--- src/rtl/gps_ca_acquire.sv ---
// GPS C/A code phase acquisition: regenerates a PRN's Gold code and searches all 1023 phases
// for the 13-chip input word. Optional GPS_ACQ_AMBIG_EN runs the full period and flags repeats.
module gps_ca_acquire #(
  parameter int unsigned CHIP_W  = 13,
  parameter int unsigned MAX_ERR = 0
) (
  input  logic              sys_clk_50,
  input  logic              sync_rst_in,
  input  logic              start,
  input  logic [5:0]        sv_num,
  input  logic [CHIP_W-1:0] ca_code,
  output logic              busy,
  output logic              done,
  output logic              found,
  output logic              invalid,
  output logic [9:0]        code_phase,
  output logic [3:0]        err_bits,
  output logic              ambig
);

  typedef enum logic [1:0] {StIdle, StLoad, StSearch, StDone} state_e;

  localparam logic [3:0]  MaxErr   = 4'(MAX_ERR);
  localparam logic [10:0] LastK    = 11'd1034;
  localparam logic [10:0] FirstCmp = 11'(CHIP_W - 1);

  state_e            state_q, state_d;
  logic [5:0]        sv_q, sv_d;
  logic [CHIP_W-1:0] word_q, word_d;
  logic [CHIP_W-1:0] win_q, win_d;
  logic [9:0]        g1_q, g1_d;
  logic [9:0]        g2_q, g2_d;
  logic [10:0]       k_q, k_d;
  logic              found_q, found_d;
  logic              invalid_q, invalid_d;
  logic [9:0]        phase_q, phase_d;
  logic [3:0]        err_q, err_d;
  logic              ambig_q, ambig_d;

  logic              g2_tap;
  logic              chip;
  logic [CHIP_W-1:0] win_next;
  logic [CHIP_W-1:0] diff;
  logic [3:0]        err;
  logic              hit;

  // G2 output taps (stage n held in bit n-1)
  always_comb begin
    g2_tap = 1'b0;
    case (sv_q)
      6'd1:  g2_tap = g2_q[1] ^ g2_q[5];
      6'd2:  g2_tap = g2_q[2] ^ g2_q[6];
      6'd3:  g2_tap = g2_q[3] ^ g2_q[7];
      6'd4:  g2_tap = g2_q[4] ^ g2_q[8];
      6'd5:  g2_tap = g2_q[0] ^ g2_q[8];
      6'd6:  g2_tap = g2_q[1] ^ g2_q[9];
      6'd7:  g2_tap = g2_q[0] ^ g2_q[7];
      6'd8:  g2_tap = g2_q[1] ^ g2_q[8];
      6'd9:  g2_tap = g2_q[2] ^ g2_q[9];
      6'd10: g2_tap = g2_q[1] ^ g2_q[2];
      6'd11: g2_tap = g2_q[2] ^ g2_q[3];
      6'd12: g2_tap = g2_q[4] ^ g2_q[5];
      6'd13: g2_tap = g2_q[5] ^ g2_q[6];
      6'd14: g2_tap = g2_q[6] ^ g2_q[7];
      6'd15: g2_tap = g2_q[7] ^ g2_q[8];
      6'd16: g2_tap = g2_q[8] ^ g2_q[9];
      6'd17: g2_tap = g2_q[0] ^ g2_q[3];
      6'd18: g2_tap = g2_q[1] ^ g2_q[4];
      6'd19: g2_tap = g2_q[2] ^ g2_q[5];
      6'd20: g2_tap = g2_q[3] ^ g2_q[6];
      6'd21: g2_tap = g2_q[4] ^ g2_q[7];
      6'd22: g2_tap = g2_q[5] ^ g2_q[8];
      6'd23: g2_tap = g2_q[0] ^ g2_q[2];
      6'd24: g2_tap = g2_q[3] ^ g2_q[5];
      6'd25: g2_tap = g2_q[4] ^ g2_q[6];
      6'd26: g2_tap = g2_q[5] ^ g2_q[7];
      6'd27: g2_tap = g2_q[6] ^ g2_q[8];
      6'd28: g2_tap = g2_q[7] ^ g2_q[9];
      6'd29: g2_tap = g2_q[0] ^ g2_q[5];
      6'd30: g2_tap = g2_q[1] ^ g2_q[6];
      6'd31: g2_tap = g2_q[2] ^ g2_q[7];
      6'd32: g2_tap = g2_q[3] ^ g2_q[8];
      default: g2_tap = 1'b0;
    endcase
  end

  always_comb begin
    chip     = g1_q[9] ^ g2_tap;
    win_next = {win_q[CHIP_W-2:0], chip};
    diff     = win_next ^ word_q;
    err      = '0;
    for (int i = 0; i < int'(CHIP_W); i++) begin
      err = err + 4'(diff[i]);
    end
    hit = (k_q >= FirstCmp) && (err <= MaxErr);
  end

  always_comb begin
    state_d   = state_q;
    sv_d      = sv_q;
    word_d    = word_q;
    win_d     = win_q;
    g1_d      = g1_q;
    g2_d      = g2_q;
    k_d       = k_q;
    found_d   = found_q;
    invalid_d = invalid_q;
    phase_d   = phase_q;
    err_d     = err_q;
    ambig_d   = ambig_q;
    unique case (state_q)
      StIdle: begin
        if (start) begin
          sv_d      = sv_num;
          word_d    = ca_code;
          found_d   = 1'b0;
          invalid_d = 1'b0;
          phase_d   = '0;
          err_d     = '0;
          ambig_d   = 1'b0;
          state_d   = StLoad;
        end
      end
      StLoad: begin
        if (sv_q == 6'd0 || sv_q > 6'd32) begin
          invalid_d = 1'b1;
          state_d   = StDone;
        end else begin
          g1_d    = '1;
          g2_d    = '1;
          k_d     = '0;
          win_d   = '0;
          state_d = StSearch;
        end
      end
      StSearch: begin
        win_d = win_next;
        g1_d  = {g1_q[8:0], g1_q[2] ^ g1_q[9]};
        g2_d  = {g2_q[8:0], g2_q[1] ^ g2_q[2] ^ g2_q[5] ^ g2_q[7] ^ g2_q[8] ^ g2_q[9]};
        k_d   = k_q + 11'd1;
        if (hit && !found_q) begin
          found_d = 1'b1;
          // k never exceeds 1034, so the low 10 bits give k-12 without wrap
          phase_d = k_q[9:0] - 10'(CHIP_W - 1);
          err_d   = err;
`ifndef GPS_ACQ_AMBIG_EN
          state_d = StDone;
`endif
        end
`ifdef GPS_ACQ_AMBIG_EN
        else if (hit) begin
          ambig_d = 1'b1;
        end
`endif
        if (k_q == LastK) begin
          state_d = StDone;
        end
      end
      StDone: begin
        state_d = StIdle;
      end
      default: begin
        state_d = StIdle;
      end
    endcase
  end

  always_ff @(posedge sys_clk_50) begin
    if (sync_rst_in) begin
      state_q   <= StIdle;
      sv_q      <= '0;
      word_q    <= '0;
      win_q     <= '0;
      g1_q      <= '1;
      g2_q      <= '1;
      k_q       <= '0;
      found_q   <= 1'b0;
      invalid_q <= 1'b0;
      phase_q   <= '0;
      err_q     <= '0;
      ambig_q   <= 1'b0;
    end else begin
      state_q   <= state_d;
      sv_q      <= sv_d;
      word_q    <= word_d;
      win_q     <= win_d;
      g1_q      <= g1_d;
      g2_q      <= g2_d;
      k_q       <= k_d;
      found_q   <= found_d;
      invalid_q <= invalid_d;
      phase_q   <= phase_d;
      err_q     <= err_d;
      ambig_q   <= ambig_d;
    end
  end

  assign busy       = (state_q == StLoad) || (state_q == StSearch);
  assign done       = (state_q == StDone);
  assign found      = found_q;
  assign invalid    = invalid_q;
  assign code_phase = phase_q;
  assign err_bits   = err_q;
`ifdef GPS_ACQ_AMBIG_EN
  assign ambig      = ambig_q;
`else
  assign ambig      = 1'b0;
`endif

endmodule

--- config.mk ---
export PLATFORM = sky130hd
export DESIGN_NAME = gps_ca_acquire
export DESIGN_NICKNAME = d
export VERILOG_FILES = /design/src/rtl/gps_ca_acquire.sv
export SDC_FILE = /design/constraint.sdc
export NUM_CORES = 1
export LEC_CHECK = 0
export BUFFER_PORTS_ARGS = -buffer_cell sky130_fd_sc_hd__buf_2
export CAP_MARGIN = 20
export CORE_MARGIN = 4
export CORE_UTILIZATION = 54
export DETAILED_ROUTE_END_ITERATION = 16
export GPL_TIMING_DRIVEN = 0
export PLACE_DENSITY = 0.8
export RECOVER_POWER = 100
export SLEW_MARGIN = 20
export SYNTH_ARGS = -nofsm -noshare
export SYNTH_HDL_FRONTEND = slang
export SYNTH_SLANG_ARGS = --single-unit
--- constraint.sdc ---
create_clock -name sys_clk_50 -period 5.72 [get_ports sys_clk_50]
set_input_delay 0.858 -clock sys_clk_50 [delete_from_list [all_inputs] [get_ports sys_clk_50]]
set_output_delay 0.858 -clock sys_clk_50 [all_outputs]
set_load 0.01 [all_outputs]
==> run summary <==
Status - complete, but fails checks
Violated checks - negative setup slack
Pleak - 2.119 nW
Asr flop ratio synth - 0
Largest net degree at the start of global routing - 13
Critical Path Start - sv_q[3]$_SDFFE_PP0P_
R2r endpoint - state_q[0]$_SDFFE_PP0P_
Crit path time final - 6.371 ns
Clock latency on the worst-skew pair - 0.35 ns
IO buf count - 39
H-tree Lvls - 3
Max VDD drop - 0.2948 mV
Total gr overflow - 0
Setup tns final - -10.30 ns
Internal power - 0.001327 W
Hpwl dp - 8138 um
Worst slew margin - 0.4395
Top cell type's share of synthesized area - 0.3538
Met1 Use GR - 0.3032
CTS root buf - clkbuf_8
Tcrit/Tclk final - 1.114
Mapped cell area - 0.004527 mm2
Max Clock Skew - 0.007597 ns
Reg area - 0.001609 mm2
Die ar. - 0.009912 mm2
Share of cells above drive strength 1 - 0.2162
Crit end category - flip-flop
Largest family of logic cells by synthesized area - simple AND/OR/NAND/NOR gates
Top cells by area, synth - dfxtp_1 (35%), xnor2_1 (4.6%), nand2_1 (4.4%)
Top FF cell, synth - dfxtp_1
Clk pwr share - 0.152
Drt drc - 0
Max FO, Critical Path - 5
Cell variety after synth - 70
Grt met3 use - 0.04418
Final Max Tran Viols - 0
Sequential share of power - 0.293
CTS buffer count - 9
Fill count - 649
Mapped Cells - 535
Count leader, synth - dfxtp_1
Worst r2r path cells - 25
Final Hold Viols - 0
NetSw - 0.001015 W
FF-to-FF Start - sv_q[3]$_SDFFE_PP0P_
Hold Slack - 0.4596 ns
PD cells - 425.9 mW/mm2
Synth warn - 0
Worst Setup EP - state_q[0]$_SDFFE_PP0P_
Post-synth EDFFs - 0
Xor/xnor share of the synthesized area - 0.08320
Area of the multi-input gates - 0.002930 mm2
Sequential area share after synthesis - 0.3538
Syn avg cell area - 8.461 um2
Die Wd - 99.56 um
IO Pins - 41
Drt pass-1 iters - 5
Max Freq - 157.0 MHz
CP max stage cell - fa_1
Crit-path most repeated cell - fa_1
Crit path launch type - flip-flop
Die height - 99.56 um
Core area - 0.008175 mm2
Gr busiest metal - met2
Total number of vias - 4113
Final #Nets - 646
Routed WL - 11990 um
Drt via density - 5.785
Compound-cell area share of the yosys netlist - 0.1645
CTS clk-pin slew, worst paths - 0.07 ns
Syn Nets - 578
Multiplexer area fraction after synthesis - 0.01797
Worst-Margin Slew - 0.8408 ns
Clock sinks - 80
Post-synthesis simple-gate area fraction - 0.2488
WL per Instance - 16.86 um
Initial DRC count - 289
CTS tree - built
Reg2Reg Setup Slack - -0.65 ns
RSZ-0062 raised after global routing - yes
Hold Crit Class - flip-flop to flip-flop
Syn-to-layout area delta - 21.45%
Global-route wire length before repair - 19620 um
Total GRT Usage - 0.2458
Top post-synthesis cells by count - dfxtp_1 (80), nand2_1 (53), nor2_1 (48)
Synthesized flop and latch total - 80
Critical Path Max Stage Delay - 0.52 ns
Area leader, netlist - dfxtp_1
Net Sw Frac - 0.4335
Bufs on Longest Clock Path - 2
CP Class - flip-flop to flip-flop
WP data required - 5.98 ns
Antenna Nets Post-Route - 0
Max_cap viols - 0
Synth Area in Adders - 0.07131
Standard-cell rows - 33
Diode count - 0
Vias in the first global route - 4146
PnR worst setup slack - -0.6513 ns
Critical path arrival - 6.64 ns
Final setup viols - 17
Starting Density - 0.5537
Met2 usage - 0.4179
Routability Congestion - 0.9103
Combinational power share - 0.555
Initial antenna violation count - 0
-- critical path, delay by kind of cell (launching register included) --
kind	cells	cell delay (ns)
adder cells (fa/ha/maj)	6	2.65
buffers and inverters	4	0.38
XOR/XNOR	2	0.38
flip-flops	1	0.36
AO/OA/AOI/OAI	8	1.20
AND/OR/NAND/NOR	5	1.32
-- layout make-up --
class                      instances  share of cell area
multi-input combinational        393              0.5330
sequential                        80              0.2927
timing repair buffer              60             0.06805
buffer                            38             0.03892
clock buffer                      10             0.02503
tap                              105             0.02390
inverter                          21             0.01434
clock inverter                     4            0.004096
-- state kept, by name (all words and copies together), names as in the netlist, 2 cells and up --
register	cells
word_q	13
win_q	12
k_q	11
code_phase	10
g1_q	10
g2_q	10
sv_q	6
err_bits	4
state_q	2
-- cells in the final DEF, fill, tap and decap left out, types with 19 or more instances in the layout --
cell type  netlist  layout
dfxtp_1         80      76
nor2_1          48      48
xor2_1          19      19
buf_4            3      20
xnor2_1         24      24
nand2b_1        24      24
inv_1           20      19
a21oi_1         39      27
buf_2            9      25
clkbuf_1        24      39
nand2_1         53      52
-- cell families after synthesis --
group,Yosys count
compound gates,114
xor+xnor,43
fa+ha+maj,21
buf+inv,62
flops,80
mux,8
other cells,1
simple gates,206
-- layer usage --
layer  vias to the layer above  wire (um)
li1                       2000          -
met1                      1958       5019
met2                       128       6051
met3                        27        600
met4                         0        316
met5                         -          0
-- stage by stage --
stage	std cells	setup WS [ns]	area (um2)	power [W]	util
floorplan	535	-0.08765	4646	0.001439	-
global placement	679	-0.6060	4972	0.001650	0.6082
detailed placement	679	-0.6811	4972	0.001700	0.6082
CTS	708	-0.5556	5399	0.002202	0.6604
global route	711	-0.8956	5498	0.002498	0.6725
finish	711	-0.6513	5498	0.002342	0.6725
-- power by group through the flow --
| stage | clock network (W) | logic [W] | registers (W) |
|---|---|---|---|
| finish | 0.000356 | 0.00130 | 0.000686 |
| global placement | 0 | 0.000960 | 0.000689 |
| floorplan | 0 | 0.000761 | 0.000678 |
| CTS | 0.000364 | 0.00116 | 0.000682 |
| detailed placement | 0 | 0.00101 | 0.000694 |
| global route | 0.000392 | 0.00141 | 0.000693 |
-- what timing repair did --
action / in CTS / in global routing
hold buffers: 0 / 0
buffers inserted: 15 / 4
endpoints found under the hold margin: 0 / 0
endpoints found under the setup margin: 17 / 17
gates resized for setup: 35 / 22
pin swaps: 10 / 8
gates cloned: 2 / 0
-- worst min-delay path by stage --
stage	startpoint	to	slack, ns	cells after the start
after CTS	err_bits[2]$_SDFFE_PP0P_	err_bits[2]$_SDFFE_PP0P_	0.46	1
final	err_bits[2]$_SDFFE_PP0P_	err_bits[2]$_SDFFE_PP0P_	0.46	1
after detailed placement	err_bits[2]$_SDFFE_PP0P_	err_bits[2]$_SDFFE_PP0P_	0.44	1
after floorplan	g1_q[8]$_SDFFE_PP1P_	g1_q[9]$_SDFFE_PP1P_	0.44	2
after global placement	err_bits[1]$_SDFFE_PP0P_	err_bits[1]$_SDFFE_PP0P_	0.44	1
after global routing	err_bits[3]$_SDFFE_PP0P_	err_bits[3]$_SDFFE_PP0P_	0.48	1
Power figures use the tool's default switching activity.
